<file path="src/rtl/btb_pkg.sv">
// BTB update controller shared types: widths, FSM states, update entry.
// Field helpers split a branch PC into set index and stored tag.
package btb_pkg;

  localparam int ADDR_WIDTH   = 32;
  localparam int OFFSET_WIDTH = 4;
  localparam int INDEX_WIDTH  = 3;
  localparam int BRANCH_PC    = 10;
  localparam int TAG_WIDTH    = BRANCH_PC - OFFSET_WIDTH - INDEX_WIDTH;
  localparam int QUEUE_DEPTH  = 2;
  localparam int NUM_SETS     = 1 << INDEX_WIDTH;
  localparam int INV_CNT_W    = INDEX_WIDTH + 1;

  typedef enum logic [1:0] {
    IDLE,
    RD_WAIT,
    WRITE,
    INV
  } state_e;

  typedef struct packed {
    logic [BRANCH_PC-1:0]  pc;
    logic [ADDR_WIDTH-1:0] target;
    logic                  taken;
  } upd_entry_t;

  localparam int ENTRY_W = $bits(upd_entry_t);

  function automatic logic [INDEX_WIDTH-1:0] pc_index(
    input logic [BRANCH_PC-1:0] pc
  );
    return pc[OFFSET_WIDTH+INDEX_WIDTH-1:OFFSET_WIDTH];
  endfunction

  function automatic logic [TAG_WIDTH-1:0] pc_tag(
    input logic [BRANCH_PC-1:0] pc
  );
    return pc[BRANCH_PC-1:OFFSET_WIDTH+INDEX_WIDTH];
  endfunction

endpackage

</file>
<file path="src/rtl/btb_upd_fifo.sv">
// Small FIFO for resolved-branch updates; same-cycle push and pop allowed.
// Ports: clk, rst (sync high), push/push_data, pop, head_data, full, empty.
module btb_upd_fifo #(
  parameter int WIDTH = 8,
  parameter int DEPTH = 2
) (
  input  logic             clk,
  input  logic             rst,
  input  logic             push,
  input  logic [WIDTH-1:0] push_data,
  input  logic             pop,
  output logic [WIDTH-1:0] head_data,
  output logic             full,
  output logic             empty
);

  localparam int PTR_W = (DEPTH > 1) ? $clog2(DEPTH) : 1;
  localparam int CNT_W = $clog2(DEPTH + 1);

  logic [WIDTH-1:0] mem_q [DEPTH];
  logic [WIDTH-1:0] mem_d [DEPTH];
  logic [PTR_W-1:0] wr_ptr_q, wr_ptr_d;
  logic [PTR_W-1:0] rd_ptr_q, rd_ptr_d;
  logic [CNT_W-1:0] cnt_q, cnt_d;
  logic             push_ok;
  logic             pop_ok;

  function automatic logic [PTR_W-1:0] ptr_inc(
    input logic [PTR_W-1:0] p
  );
    return (p == PTR_W'(DEPTH - 1)) ? '0 : p + PTR_W'(1);
  endfunction

  assign full      = (cnt_q == CNT_W'(DEPTH));
  assign empty     = (cnt_q == '0);
  assign push_ok   = push && !full;
  assign pop_ok    = pop && !empty;
  assign head_data = mem_q[rd_ptr_q];

  always_comb begin
    mem_d    = mem_q;
    wr_ptr_d = wr_ptr_q;
    rd_ptr_d = rd_ptr_q;
    cnt_d    = cnt_q;
    if (push_ok) begin
      mem_d[wr_ptr_q] = push_data;
      wr_ptr_d        = ptr_inc(wr_ptr_q);
    end
    if (pop_ok) begin
      rd_ptr_d = ptr_inc(rd_ptr_q);
    end
    unique case ({push_ok, pop_ok})
      2'b10:   cnt_d = cnt_q + CNT_W'(1);
      2'b01:   cnt_d = cnt_q - CNT_W'(1);
      default: cnt_d = cnt_q;
    endcase
  end

  always_ff @(posedge clk) begin
    if (rst) begin
      wr_ptr_q <= '0;
      rd_ptr_q <= '0;
      cnt_q    <= '0;
    end else begin
      wr_ptr_q <= wr_ptr_d;
      rd_ptr_q <= rd_ptr_d;
      cnt_q    <= cnt_d;
    end
  end

  // Storage needs no reset: the counter alone defines which slots are live.
  always_ff @(posedge clk) begin
    mem_q <= mem_d;
  end

endmodule

</file>
<file path="src/rtl/btb_update_ctrl.sv">
// Sequences BTB array writes: queued EX updates, LRU upkeep, flush sweep.
// Ports: upd_* from EX, lookup_*/lu_* from fetch, inv_*, arr_rd_*/arr_wr_*.
module btb_update_ctrl
  import btb_pkg::*;
(
  input  logic                   clk,
  input  logic                   rst,
  input  logic                   upd_valid,
  output logic                   upd_ready,
  input  logic [BRANCH_PC-1:0]   upd_pc,
  input  logic [ADDR_WIDTH-1:0]  upd_target,
  input  logic                   upd_taken,
  input  logic                   lookup_active,
  input  logic                   lu_hit_valid,
  input  logic [INDEX_WIDTH-1:0] lu_hit_index,
  input  logic                   lu_hit_way,
  input  logic                   inv_req,
  output logic                   inv_busy,
  output logic                   arr_rd_en,
  output logic [INDEX_WIDTH-1:0] arr_rd_index,
  input  logic [TAG_WIDTH-1:0]   arr_rd_tag0,
  input  logic [TAG_WIDTH-1:0]   arr_rd_tag1,
  input  logic                   arr_rd_vld0,
  input  logic                   arr_rd_vld1,
  output logic                   arr_wr_en,
  output logic                   arr_wr_way,
  output logic [INDEX_WIDTH-1:0] arr_wr_index,
  output logic [TAG_WIDTH-1:0]   arr_wr_tag,
  output logic [ADDR_WIDTH-1:0]  arr_wr_target,
  output logic                   arr_wr_vld
);

  state_e                 state_q, state_d;
  logic [INV_CNT_W-1:0]   cnt_q, cnt_d;
  logic                   pend_q, pend_d;
  logic [NUM_SETS-1:0]    lru_q, lru_d;
  logic                   wr_way_q, wr_way_d;
  logic [INDEX_WIDTH-1:0] wr_index_q, wr_index_d;
  logic [TAG_WIDTH-1:0]   wr_tag_q, wr_tag_d;
  logic [ADDR_WIDTH-1:0]  wr_target_q, wr_target_d;
  logic                   wr_vld_q, wr_vld_d;

  logic                   fifo_push;
  logic                   fifo_pop;
  logic                   fifo_full;
  logic                   fifo_empty;
  logic [ENTRY_W-1:0]     fifo_push_data;
  logic [ENTRY_W-1:0]     fifo_head_data;
  upd_entry_t             push_entry;
  upd_entry_t             head;
  logic [INDEX_WIDTH-1:0] head_idx;
  logic [TAG_WIDTH-1:0]   head_tag;

  logic                   hit0;
  logic                   hit1;
  logic                   sel_way;
  logic                   rd_go;
  logic                   wr_go;

  assign upd_ready = !fifo_full && !rst;
  assign fifo_push = upd_valid && upd_ready;

  always_comb begin
    push_entry        = '0;
    push_entry.pc     = upd_pc;
    push_entry.target = upd_target;
    push_entry.taken  = upd_taken;
  end

  assign fifo_push_data = push_entry;

  btb_upd_fifo #(
    .WIDTH (ENTRY_W),
    .DEPTH (QUEUE_DEPTH)
  ) u_fifo (
    .clk       (clk),
    .rst       (rst),
    .push      (fifo_push),
    .push_data (fifo_push_data),
    .pop       (fifo_pop),
    .head_data (fifo_head_data),
    .full      (fifo_full),
    .empty     (fifo_empty)
  );

  assign head     = upd_entry_t'(fifo_head_data);
  assign head_idx = pc_index(head.pc);
  assign head_tag = pc_tag(head.pc);

  assign hit0 = arr_rd_vld0 && (arr_rd_tag0 == head_tag);
  assign hit1 = arr_rd_vld1 && (arr_rd_tag1 == head_tag);

  // Hit way first (way0 wins a double hit), then first free way,
  // then the LRU victim of the set.
  always_comb begin
    sel_way = 1'b0;
    if (hit0) begin
      sel_way = 1'b0;
    end else if (hit1) begin
      sel_way = 1'b1;
    end else if (!arr_rd_vld0) begin
      sel_way = 1'b0;
    end else if (!arr_rd_vld1) begin
      sel_way = 1'b1;
    end else begin
      sel_way = lru_q[head_idx];
    end
  end

  always_comb begin
    state_d     = state_q;
    cnt_d       = cnt_q;
    pend_d      = pend_q || inv_req;
    lru_d       = lru_q;
    wr_way_d    = wr_way_q;
    wr_index_d  = wr_index_q;
    wr_tag_d    = wr_tag_q;
    wr_target_d = wr_target_q;
    wr_vld_d    = wr_vld_q;
    fifo_pop    = 1'b0;
    rd_go       = 1'b0;
    wr_go       = 1'b0;

    arr_wr_way    = wr_way_q;
    arr_wr_index  = wr_index_q;
    arr_wr_tag    = wr_tag_q;
    arr_wr_target = wr_target_q;
    arr_wr_vld    = wr_vld_q;

    // Fetch touch first so a same-set controller write below overrides it.
    if (lu_hit_valid) begin
      lru_d[lu_hit_index] = ~lu_hit_way;
    end

    unique case (state_q)
      IDLE: begin
        if (!lookup_active) begin
          if (pend_q) begin
            state_d = INV;
            cnt_d   = '0;
          end else if (!fifo_empty) begin
            rd_go   = 1'b1;
            state_d = RD_WAIT;
          end
        end
      end

      RD_WAIT: begin
        if (!head.taken && !hit0 && !hit1) begin
          fifo_pop = 1'b1;
          state_d  = IDLE;
        end else begin
          wr_way_d    = sel_way;
          wr_index_d  = head_idx;
          wr_tag_d    = head_tag;
          wr_target_d = head.target;
          wr_vld_d    = head.taken;
          state_d     = WRITE;
        end
      end

      WRITE: begin
        if (!lookup_active) begin
          wr_go    = 1'b1;
          fifo_pop = 1'b1;
          lru_d[wr_index_q] = wr_vld_q ? ~wr_way_q : wr_way_q;
          state_d  = IDLE;
        end
      end

      INV: begin
        arr_wr_way    = cnt_q[0];
        arr_wr_index  = cnt_q[INV_CNT_W-1:1];
        arr_wr_tag    = '0;
        arr_wr_target = '0;
        arr_wr_vld    = 1'b0;
        if (!lookup_active) begin
          wr_go = 1'b1;
          cnt_d = cnt_q + INV_CNT_W'(1);
          if (cnt_q == '1) begin
            lru_d   = '0;
            // A request landing on the final write earns a fresh sweep.
            pend_d  = inv_req;
            state_d = IDLE;
          end
        end
      end

      default: state_d = IDLE;
    endcase
  end

  assign arr_rd_en    = rd_go && !rst;
  assign arr_rd_index = rd_go ? head_idx : '0;
  assign arr_wr_en    = wr_go && !rst;
  assign inv_busy     = pend_q || (state_q == INV);

  always_ff @(posedge clk) begin
    if (rst) begin
      state_q     <= IDLE;
      cnt_q       <= '0;
      pend_q      <= 1'b0;
      lru_q       <= '0;
      wr_way_q    <= 1'b0;
      wr_index_q  <= '0;
      wr_tag_q    <= '0;
      wr_target_q <= '0;
      wr_vld_q    <= 1'b0;
    end else begin
      state_q     <= state_d;
      cnt_q       <= cnt_d;
      pend_q      <= pend_d;
      lru_q       <= lru_d;
      wr_way_q    <= wr_way_d;
      wr_index_q  <= wr_index_d;
      wr_tag_q    <= wr_tag_d;
      wr_target_q <= wr_target_d;
      wr_vld_q    <= wr_vld_d;
    end
  end

endmodule
</file>
<file path="config.mk">
export PLATFORM = sky130hd
export DESIGN_NAME = btb_update_ctrl
export DESIGN_NICKNAME = d
export VERILOG_FILES = /design/src/rtl/btb_pkg.sv /design/src/rtl/btb_upd_fifo.sv /design/src/rtl/btb_update_ctrl.sv
export SDC_FILE = /design/constraint.sdc
export NUM_CORES = 1
export LEC_CHECK = 0
export CAP_MARGIN = 20
export CORE_MARGIN = 2
export CORE_UTILIZATION = 52
export CTS_CLUSTER_DIAMETER = 50
export DETAILED_ROUTE_END_ITERATION = 7
export PLACE_DENSITY = 0.84
export SLEW_MARGIN = 0
export SYNTH_ARGS = -nofsm -noshare
export SYNTH_HDL_FRONTEND = slang
export SYNTH_SLANG_ARGS = --single-unit
</file>
<file path="constraint.sdc">
create_clock -name clk -period 3.2 [get_ports clk]
set_input_delay 0.32 -clock clk [delete_from_list [all_inputs] [get_ports clk]]
set_output_delay 0.32 -clock clk [all_outputs]
set_load 0.05 [all_outputs]
</file>
# == Word-level counts from Yosys, hierarchy flattened ==
# Cells that the tools add are included.
# word_totals
reg_bits,145
inputBits,61
out_inout_bits,47
elab_cells,132
# op_classes
n_addsub,5
magnitude_cmp,8
n_eq_ne,15
mux,56
bitwise,5
reduce_logical,29
# ops
op,n
2-to-1 mux 43 bit,4
bitwise mux 86 bit,1
demux 43 bit (select 1 bit),1
2-to-1 mux 32 bit,1
2-to-1 mux 8 bit,4
2-to-1 mux 1 bit,22
bitwise mux 8 bit,2
one-hot mux 8 bit (2 select lines),1
2-to-1 mux 2 bit,7
logical AND 1 bit,13
"less-than comparator 3 x 4 -> 1 bit, second input constant",3
2-to-1 mux 4 bit,3
"inequality test 2 bit, second input constant",5
2-to-1 mux 3 bit,3
"== test 2 bit, second input constant",4
one-hot mux 2 bit (4 select lines),1
one-hot mux 4 bit (2 select lines),1
demux 1 bit (select 3 bit),2
== test 3 bit,2
">= comparator 3 x 1 -> 1 bit, second input constant",2
zero test 1 bit,6
AND reduction 5 bit,1
"adder 4 x 1 -> 4 bit, second input constant",1
"== test 2 x 1 -> 1 bit, second input constant",2
other kinds (18),26

# == Logic depth before layout (Yosys ltp) ==
# Gate-level depths: netlist of the first run.
# logic_depth
ltp_word,14
depth_mapped,10
depth_no_buf,9

# == By module ==
# A second synthesis of the first run with hierarchy kept.
# hier_totals
hier_cells,532
hier_area_um2,6427.4
# modules_own_cells
module,instances,cells_per_inst,area_per_inst_um2
btb_upd_fifo,1,158,3291.9
btb_update_ctrl,1,374,3135.5

# == Worst setup path after synthesis of the first run ==
# Ideal clock, no wire load.
# synth_path
path_kind,register to register
from,reg u_fifo.cnt_q[0]
to,reg u_fifo.mem_q[43] in the netlist's numbering (enable)
arrival_time_ns,3.357
slack_ns,-0.593
path_stages_with_launch,6
path_cell_list,dfxtp_1 -> clkbuf_1 -> inv_1 -> a21oi_1 -> nand2_1 -> nor2_1
# synth_between
elab_chain_len,5
# synth_lines
item,line_no,text
from (decl),btb_upd_fifo.sv:24,"logic [CNT_W-1:0] cnt_q, cnt_d;"
from (signal assigned),btb_upd_fifo.sv:67,cnt_q <= cnt_d;
== test 2 bit,btb_upd_fifo.sv:34,assign full = (cnt_q == CNT_W'(DEPTH));
zero test 1 bit,btb_update_ctrl.sv:60,assign upd_ready = !fifo_full && !rst;
logical AND 1 bit,btb_update_ctrl.sv:60,
net upd_ready,btb_update_ctrl.sv:9,"output logic upd_ready,"
logical AND 1 bit,btb_update_ctrl.sv:61,assign fifo_push = upd_valid && upd_ready;
logical AND 1 bit,btb_upd_fifo.sv:36,assign push_ok = push && !full;
to (signal assigned),btb_upd_fifo.sv:73,mem_q <= mem_d;
to (decl),btb_upd_fifo.sv:20,logic [WIDTH-1:0] mem_q [DEPTH];
# The timed path passes the listed nets, and every way through them passes these cells.
# A chain may end at the register's enable or synchronous reset.

# == Worst setup path in the final report of the first run ==
# layout_path
from,reg state_q[0]
to,out arr_wr_target[16]
# layout_between
elab_chain_len,2
# layout_lines
item,line_no,text
from (decl),btb_update_ctrl.sv:33,"state_e state_q, state_d;"
from (signal assigned),btb_update_ctrl.sv:210,state_q <= state_d;
== test 2 bit,btb_update_ctrl.sv:135,unique case (state_q)
2-to-1 mux 32 bit,btb_update_ctrl.sv:135,
to (decl),btb_update_ctrl.sv:29,"output logic [ADDR_WIDTH-1:0] arr_wr_target,"
# No other way between the ends.

==> results.yml, run 1 <==
status:
  status: "complete, no violations"
grt:
  grt_usage: 0.214
  grt_overflow: 0
  antenna_found_initial: 0
  grt_max_degree: 43
  grt_pass1_vias: 4167
  grt_pass1_wl_um: 20500
clock_tree:
  h-tree-depth: 4
  cts_setup_buffers: 0
  cts_tree: "built"
  cts_made_buffers: 17
  cts_hold_buf: 0
  cts_buffer_depth: 2
  cts_resized: 0
  clk_latency_ps: 420
  cts_sinks: 137
  cts.clk_slew.worst_paths_ps: 60
  clockRootBuffer: "clkbuf_16"
timing:
  setup_tns_ps: 0
  finClkSkew_ps: 10.9
  slew_headroom: 0.531
  tightest_slew_ps: 702
  clock.fmax_ghz: 0.351
  slew_violations: 0
  setup_violations: 0
  rsz0062_at_grt: "false"
  fin_crit_ps: 2850
  final_hold_viol_count: 0
  min_period_over_period: 0.889
logic_synthesis:
  synth-seq-cells: 137
  netlist_instances: 485
  ys.flop_type: "edfxtp_1"
  avgSynthCellArea_um2: 12.2
  synth_enable_flop_cells: 78
  seq_area_frac_synth: 0.593
  yosysWarnings: 0
  synthArstFlopShare: 0
  yosysUniqueCellTypes: 46
  syn_area_um2: 5940
  synthesis.nets: 552
setup_path:
  cp.required_ps: 2880
  end_kind: "output pin"
  crit_arrival_ps: 2530
  cp_max_fo: 34
  criticalPathCategory: "reg2out"
  start_kind: "register"
floorplanning:
  pin_count: 108
  start_util: 0.527
  dieArea_um2: 12300
  die_y_um: 111
  core_area_um2: 11300
  die_x_um: 111
  std_cell_rows: 39
power:
  vdd.ir_drop.worst_uv: 446
  power_leakage_nw: 2.92
  power_mw: 4.49
  power_density_nw_per_um2: 587
final_layout:
  stdcell_area_um2: 7640
  final_nets: 657
  syn2layout_area_growth_pct: 28.7
  n_antenna_cell: 0
  layout.cells.non_filler: 746
  drive_gt1_frac: 0.161
detailed_routing:
  ant_nets: 0
  wl_per_cell_um: 17.2
  firstDrtPassIters: 5
  first_iter_violations: 229
  vias: 4075
  remaining_drc_errors: 0
  vias_per_cell: 5.46
  routed_wl_um: 12800
placed_design:
  port_buffers: 103
  dp.cells: 714
  hpwl_um: 8360
  gp_congestion: 0.887
  place_area_um2: 7080
flow_run:
  drv_cap: 0
hold_path:
  hp-class: "in2reg"
-- synthesized netlist by cell type, types with 3 or more instances --
| master | instances | share of area |
|---|---|---|
| a21oi_1 | 22 | 0.019 |
| a22oi_1 | 3 | 0.0038 |
| buf_1 | 3 | 0.0019 |
| buf_6 | 5 | 0.0095 |
| clkbuf_1 | 15 | 0.0095 |
| dfxtp_1 | 59 | 0.20 |
| edfxtp_1 | 78 | 0.39 |
| ha_1 | 6 | 0.013 |
| inv_1 | 5 | 0.0032 |
| mux2_2 | 42 | 0.080 |
| mux2i_1 | 36 | 0.061 |
| mux2i_2 | 3 | 0.0070 |
| nand2_1 | 30 | 0.019 |
| nand2b_1 | 7 | 0.0074 |
| nand4b_1 | 4 | 0.0059 |
| nor2_1 | 58 | 0.037 |
| nor2b_1 | 38 | 0.040 |
| nor3_1 | 10 | 0.0084 |
| nor3b_1 | 3 | 0.0038 |
| o211ai_1 | 3 | 0.0038 |
| o21ai_0 | 9 | 0.0076 |
| or2_1 | 6 | 0.0063 |
| or2_2 | 4 | 0.0042 |
| xor2_1 | 8 | 0.012 |
-- critical path: stages, from the launching register on --
cell             delay [ps]
dfxtp_1                 380
ha_2                    390
buf_4                   440
nor2b_1                 150
clkdlybuf4s50_1         730
-- cells in the final DEF (no fill, tap or decap), types with 4 or more instances in the layout --
cell type,netlist,final
clkdlybuf4s50_1,0,102
edfxtp_1,78,78
dfxtp_1,59,58
nor2_1,58,57
mux2_2,42,42
nor2b_1,38,38
mux2i_1,36,36
nand2_1,30,30
a21oi_1,22,22
clkbuf_16,0,17
nor3_1,10,10
o21ai_0,9,9
xor2_1,8,8
buf_4,1,8
nand2b_1,7,7
or2_1,6,6
inv_1,5,5
ha_1,6,5
or2_2,4,4
nand4b_1,4,4
clkbuf_8,0,4
clkbuf_1,15,4
-- kinds of logic after synthesis --
group | Yosys count | share of synthesized area
AO/OA/AOI/OAI | 46 | 0.0504
XOR/XNOR | 10 | 0.0148
adder cells (fa/ha/maj) | 6 | 0.0126
buffers and inverters | 30 | 0.0261
flip-flops | 137 | 0.593
multiplexers | 83 | 0.155
AND/OR/NAND/NOR | 173 | 0.148
-- registers in the layout (all words and copies together) (netlist names) --
name and flops:
u_fifo.mem_q 78, wr_target_q 32, lru_q 8, cnt_q 4
wr_index_q 3, wr_tag_q 3, state_q 2, u_fifo.cnt_q 2
pend_q 1, u_fifo.rd_ptr_q 1, u_fifo.wr_ptr_q 1, wr_vld_q 1
wr_way_q 1
-- layer usage --
metal	vias to the layer above	part of all wire	global-route usage	wire [um]
met1	1980	0.42	0.254	5340
met5	-	0	0	0
met4	0	0.012	0.0775	159
li1	1943	-	-	-
met3	16	0.067	0.0793	854
met2	136	0.50	0.357	6460
-- per-stage QoR --
stage	worst slack [ps]	hold slack, ps	util
after floorplan	44.5	419	-
after global placement	541	443	0.628
after detailed placement	477	452	0.628
after CTS	354	334	0.678
after global routing	252	364	0.678
final	354	353	0.678
-- cell type report --
cell class | count | area (um2)
fill | 812 | 3630
sequential | 137 | 3520
multi-input combinational | 318 | 2270
timing repair buffer | 111 | 1090
clock buffer | 25 | 495
tap | 143 | 179
clock inverter | 7 | 70.1
inverter | 5 | 18.8
-- worst paths after layout --
| check | start | end | slack (ps) | cells past startpoint |
|---|---|---|---|---|
| max reg2reg | u_fifo.rd_ptr_q | u_fifo.cnt_q[1] | 470 | 8 |
| min reg2reg | wr_tag_q[1] | wr_tag_q[1] | 450 | 2 |
| min | rst | wr_target_q[23] | 350 | 2 |
| max | state_q[0] | arr_wr_target[16] | 350 | 4 |
-- power breakdown --
| part | leakage (nW) | internal [mW] | switching [mW] |
|---|---|---|---|
| clock network | 0.277 | 1.15 | 0.691 |
| registers | 1.20 | 1.95 | 0.0452 |
| logic | 1.45 | 0.270 | 0.379 |
| total | 2.92 | 3.37 | 1.12 |
Note: power is estimated with default switching activity, not from simulation.
==> inputs of run 2 (changes only) <==
--- a/config.mk
+++ b/config.mk
@@ -5,12 +5,14 @@
 export SDC_FILE = /design/constraint.sdc
 export NUM_CORES = 1
 export LEC_CHECK = 0
+export ABC_AREA = 1
 export CAP_MARGIN = 20
 export CORE_MARGIN = 2
 export CORE_UTILIZATION = 52
 export CTS_CLUSTER_DIAMETER = 50
 export DETAILED_ROUTE_END_ITERATION = 7
-export PLACE_DENSITY = 0.84
+export PLACE_DENSITY = 0.89
+export SKIP_CTS_REPAIR_TIMING = 1
 export SLEW_MARGIN = 0
 export SYNTH_ARGS = -nofsm -noshare
 export SYNTH_HDL_FRONTEND = slang
==> results.yml, run 2 <==
status:
  status: "complete, no violations"
placed_design:
  hpwl_um: 8410
  port_buffers: 103
  post-place-ws_ps: 505
  gp_congestion: 0.845
logic_synthesis:
  yosysWarnings: 0
  seq_area_frac_synth: 0.591
  yosysMostFrequentCell: "nand2_1"
  synth_enable_flop_cells: 78
  synth_top_area_cell: "edfxtp_1"
  avgSynthCellArea_um2: 8.65
  ys.flop_type: "edfxtp_1"
  synthesis.nets: 756
  synthTopCellsByCount: "nand2_1, inv_1, edfxtp_1"
  syn_area_um2: 5960
  ys_top_cells_by_area: "edfxtp_1, dfxtp_1, nand2_1"
  netlist_instances: 689
  yosysUniqueCellTypes: 30
  synthArstFlopShare: 0
  synth-seq-cells: 137
  synth_top_cell_area_share: 0.393
setup_path:
  crit_arrival_ps: 2580
  startpoint: "u_fifo.rd_ptr_q"
  r2r_end: "wr_target_q[10]"
  r2r-start: "u_fifo.rd_ptr_q"
  crit_end: "arr_rd_index[2]"
  rr_worst_depth: 11
  cp.required_ps: 2880
  criticalPathCategory: "reg2out"
  cp_max_fo: 26
  end_kind: "output pin"
  rrSetupSlack_ps: 490
  start_kind: "register"
detailed_routing:
  vias_per_cell: 5.08
  remaining_drc_errors: 0
  firstDrtPassIters: 5
  ant_nets: 0
  vias: 4828
  wl_per_cell_um: 13.6
  routed_wl_um: 12900
  first_iter_violations: 328
grt:
  grt_max_degree: 81
  grt_overflow: 0
  grt_pass1_wl_um: 20600
  grt_pass1_vias: 4465
  antenna_found_initial: 0
  grt_usage: 0.210
final_layout:
  syn2layout_area_growth_pct: 29.4
  layout_common_cells: "nand2_1, clkdlybuf4s50_1, inv_1, edfxtp_1, a21oi_1"
  utilization: 0.681
  largest_reg_flops: 78
  nFillCells: 867
  top_regs: "u_fifo.mem_q x78, wr_target_q x32, lru_q x8"
  final_nets: 861
  regMostFlops: "u_fifo.mem_q"
  n_antenna_cell: 0
  final_common_cell: "nand2_1"
  drive_gt1_frac: 0.0644
power:
  power_leakage_nw: 3.21
  combPwrFrac: 0.296
  vdd.ir_drop.worst_uv: 469
  clkPwrFrac: 0.334
  power.share.switching: 0.347
  internal_power_mw: 3.77
  power.switching_mw: 2.00
  power_density_nw_per_um2: 748
  seq_power_share: 0.370
timing:
  setup_violations: 0
  whs_ps: 450
  min_period_over_period: 0.908
  finClkSkew_ps: 13.5
  final_hold_viol_count: 0
  tightest_slew_ps: 842
  slew_headroom: 0.439
  rsz0062_at_grt: "false"
  layout_setup_ws_ps: 296
  clock.fmax_ghz: 0.344
  slew_violations: 0
  fin_crit_ps: 2900
flow_run:
  drv_cap: 0
clock_tree:
  cts_sinks: 137
  cts_made_buffers: 17
  cts_buffer_depth: 2
  cts_tree: "built"
  clk_latency_ps: 410
  h-tree-depth: 4
  cts.clk_slew.worst_paths_ps: 60
  clockRootBuffer: "clkbuf_16"
hold_path:
  hold_depth: 2
  hp-class: "reg2reg"
floorplanning:
  std_cell_rows: 39
  core_area_um2: 11300
  start_util: 0.526
  die_y_um: 111
  pin_count: 108
  die_x_um: 111
  dieArea_um2: 12300
[run 2: cell count changes after synthesis, sizes merged, moves of 13 or more]
cell   previous run  this run
o21ai             9        56
mux2             42         0
inv               5        89
nor2b            38         0
a21oi            22        71
nand3             2        21
nor2             58        71
mux2i            39         3
nand2            30       190
[run 2: layout make-up]
type / instances / area [um2] / share of cell area
Sequential cell: 137 / 3520 / 0.457
Tap cell: 143 / 179 / 0.0232
Clock inverter: 14 / 161 / 0.0209
Clock buffer: 18 / 429 / 0.0556
Inverter: 89 / 334 / 0.0433
Timing Repair Buffer: 114 / 1110 / 0.144
Multi-Input combinational cell: 435 / 1970 / 0.256
[run 2: kinds of logic after synthesis]
family          after synthesis  synth area share
simple gates                293             0.195
flops                       137             0.591
compound gates              132             0.114
buf+inv                     117            0.0808
fa+ha+maj                     6            0.0126
mux                           3           0.00504
xor+xnor                      1           0.00147
[run 2: worst min-delay path by stage]
stage	start	to	slack (ps)
2_1_floorplan	upd_taken	u_fifo.mem_q[0]	420
3_3_place_gp	wr_tag_q[1]	wr_tag_q[1]	440
3_5_place_dp	wr_target_q[28]	wr_target_q[28]	440
4_1_cts	inv_req	pend_q	450
5_1_grt	wr_tag_q[1]	wr_tag_q[1]	460
6_report	wr_target_q[30]	wr_target_q[30]	450
[run 2: critical path, cell delays in order (launching register included)]
cell and delay (ps):
dfxtp_2 630, inv_2 330, or2_1 290, o21ai_0 140, nor2_1 80, clkdlybuf4s50_1 710
[run 2: stage by stage]
stage / std cells / total power [mW] / instance area (um2) / TNS (ps)
after floorplan: 689 / 3.36 / 5960 / -40780
after global placement: 918 / 3.83 / 7120 / 0
after detailed placement: 918 / 3.87 / 7120 / 0
after CTS: 950 / 5.80 / 7710 / 0
after global routing: 950 / 6.04 / 7710 / 0
final: 950 / 5.77 / 7710 / 0
[run 2: per-layer routing]
metal	vias up	share of wire	GRT usage
li1	2452	-	-
met1	2213	0.42	0.247
met2	141	0.50	0.365
met3	22	0.046	0.0459
met4	0	0.026	0.105
met5	-	0	0
[run 2: power groups by stage]
stage / combinational [mW] / sequential (mW) / clock (mW)
3_3_place_gp: 1.67 / 2.16 / 0
2_1_floorplan: 1.21 / 2.15 / 0
6_report: 1.71 / 2.14 / 1.93
4_1_cts: 1.71 / 2.14 / 1.95
5_1_grt: 1.84 / 2.16 / 2.05
3_5_place_dp: 1.69 / 2.17 / 0
==> inputs of run 3 (changes only) <==
--- a/config.mk
+++ b/config.mk
@@ -8,10 +8,10 @@
 export ABC_AREA = 1
 export CAP_MARGIN = 20
 export CORE_MARGIN = 2
-export CORE_UTILIZATION = 52
+export CORE_UTILIZATION = 40
 export CTS_CLUSTER_DIAMETER = 50
 export DETAILED_ROUTE_END_ITERATION = 7
-export PLACE_DENSITY = 0.89
+export PLACE_DENSITY = 0.74
 export SKIP_CTS_REPAIR_TIMING = 1
 export SLEW_MARGIN = 0
 export SYNTH_ARGS = -nofsm -noshare
==> results.yml, run 3 (synthesized netlist as in run 2, its figures left out) <==
status:
  status: "complete, no violations"
grt:
  grt_max_degree: 48
  grt_pass1_vias: 4257
  grt_pass1_wl_um: 20700
  grt_overflow: 0
  grt_usage: 0.166
  antenna_found_initial: 0
timing:
  setup_tns_ps: 0
  min_period_over_period: 0.881
  slew_headroom: 0.537
  slew_violations: 0
  final_hold_viol_count: 0
  rsz0062_at_grt: "false"
  fin_crit_ps: 2820
  tightest_slew_ps: 693
  setup_violations: 0
  layout_setup_ws_ps: 380
  finClkSkew_ps: 9.15
  clock.fmax_ghz: 0.355
final_layout:
  layout_common_cells: "nand2_1, clkdlybuf4s50_1, inv_1, edfxtp_1, a21oi_1"
  final_nets: 859
  syn2layout_area_growth_pct: 30.9
  seq_area_um2: 3520
  multiInputGateArea_um2: 1970
  n_antenna_cell: 0
  stdcell_area_um2: 7800
  drive_gt1_frac: 0.0671
  top_regs: "u_fifo.mem_q x78, wr_target_q x32, lru_q x8"
  nFillCells: 1334
  final_common_cell: "nand2_1"
  regMostFlops: "u_fifo.mem_q"
  largest_reg_flops: 78
detailed_routing:
  vias: 4624
  vias_per_cell: 4.68
  routed_wl_um: 12700
  firstDrtPassIters: 4
  ant_nets: 0
  remaining_drc_errors: 0
  wl_per_cell_um: 12.9
  first_iter_violations: 214
clock_tree:
  clockRootBuffer: "clkbuf_16"
  cts_buffer_depth: 2
  cts_tree: "built"
  h-tree-depth: 4
  clk_latency_ps: 420
  cts.clk_slew.worst_paths_ps: 60
  cts_sinks: 137
  cts_made_buffers: 17
hold_path:
  hp-class: "reg2reg"
  hold_depth: 2
placed_design:
  post-place-ws_ps: 793
  gp_congestion: 0.861
  hpwl_um: 8560
  port_buffers: 103
  place_area_um2: 7190
floorplanning:
  core_area_um2: 14500
  start_util: 0.410
  dieArea_um2: 15900
  die_x_um: 126
  pin_count: 108
  std_cell_rows: 44
  die_y_um: 126
setup_path:
  cp_top_family: "buffers and inverters"
  max_stage_delay_ps: 810
  criticalPathCategory: "reg2out"
  cp_max_fo: 4
  cp_num_cells: 7
  crit_chain: "inv_1 > ha_1 > inv_1 > nor2_1 > nand3_1 > nor2_1 > clkdlybuf4s50_1"
  rr_worst_depth: 8
  cp_slowest_cell: "clkdlybuf4s50_1"
  crit_arrival_ps: 2500
  start_kind: "register"
  cp.required_ps: 2880
  end_kind: "output pin"
  crit_buf_inv: 3
power:
  power_leakage_nw: 3.23
  vdd.ir_drop.worst_uv: 379
  power_density_nw_per_um2: 749
flow_run:
  drv_cap: 0
==> run 3: changes by cell type in the layout (fill, tap and decap cells not counted), sizes merged <==
cell	delta
buf	+1
inv	-1
clkdlybuf4s50	-3
clkbuf	+1
clkinv	+1
clkinvlp	-1
==> run 3: worst reg2reg max path, cell delays in order (launching register included) <==
cell     delay, ps
dfxtp_2        420
buf_4          440
mux2i_1        380
nand4_1        180
a21oi_1        190
ha_1           280
nor2_1         140
and3_1         150
nor3_1          40
==> run 3: metal layers <==
layer,global-route usage,vias to the layer above,wire [um]
li1,-,2449,-
met3,0.0459,20,509
met2,0.277,82,6350
met4,0.0659,0,237
met1,0.205,2073,5630
met5,0,-,0
==> run 3: report_power, final <==
group | leakage, nW | total (mW) | internal (mW) | switching, mW
Clock | 0.294 | 1.99 | 1.21 | 0.780
Combinational | 1.74 | 1.72 | 0.553 | 1.17
Sequential | 1.20 | 2.13 | 2.06 | 0.0684
Total | 3.23 | 5.84 | 3.83 | 2.01
==> run 3: final timing paths <==
path	startpoint	endpoint	slack (ps)
setup / recovery	state_q[0]	arr_rd_index[1]	380
hold / removal	wr_target_q[15]	wr_target_q[15]	450
setup reg to reg	u_fifo.rd_ptr_q	u_fifo.cnt_q[1]	870
hold reg to reg	wr_target_q[15]	wr_target_q[15]	450
==> run 3: area by class of cell <==
| type | instances | area share |
|---|---|---|
| Clock inverter | 13 | 0.0201 |
| Tap cell | 184 | 0.0295 |
| Timing Repair Buffer | 112 | 0.145 |
| Clock buffer | 19 | 0.0581 |
| Multi-Input combinational cell | 435 | 0.253 |
| Sequential cell | 137 | 0.452 |
| Inverter | 89 | 0.0428 |
==> run 3: per-stage QoR <==
stage                     cells  utilization  total power [mW]  hold slack, ps
final                       989        0.537              5.84             451
after floorplan             689            -              3.36             419
after global routing        989        0.537              6.14             465
after CTS                   989        0.537              5.90             443
after global placement      957        0.495              3.87             440
after detailed placement    957        0.495              3.89             446
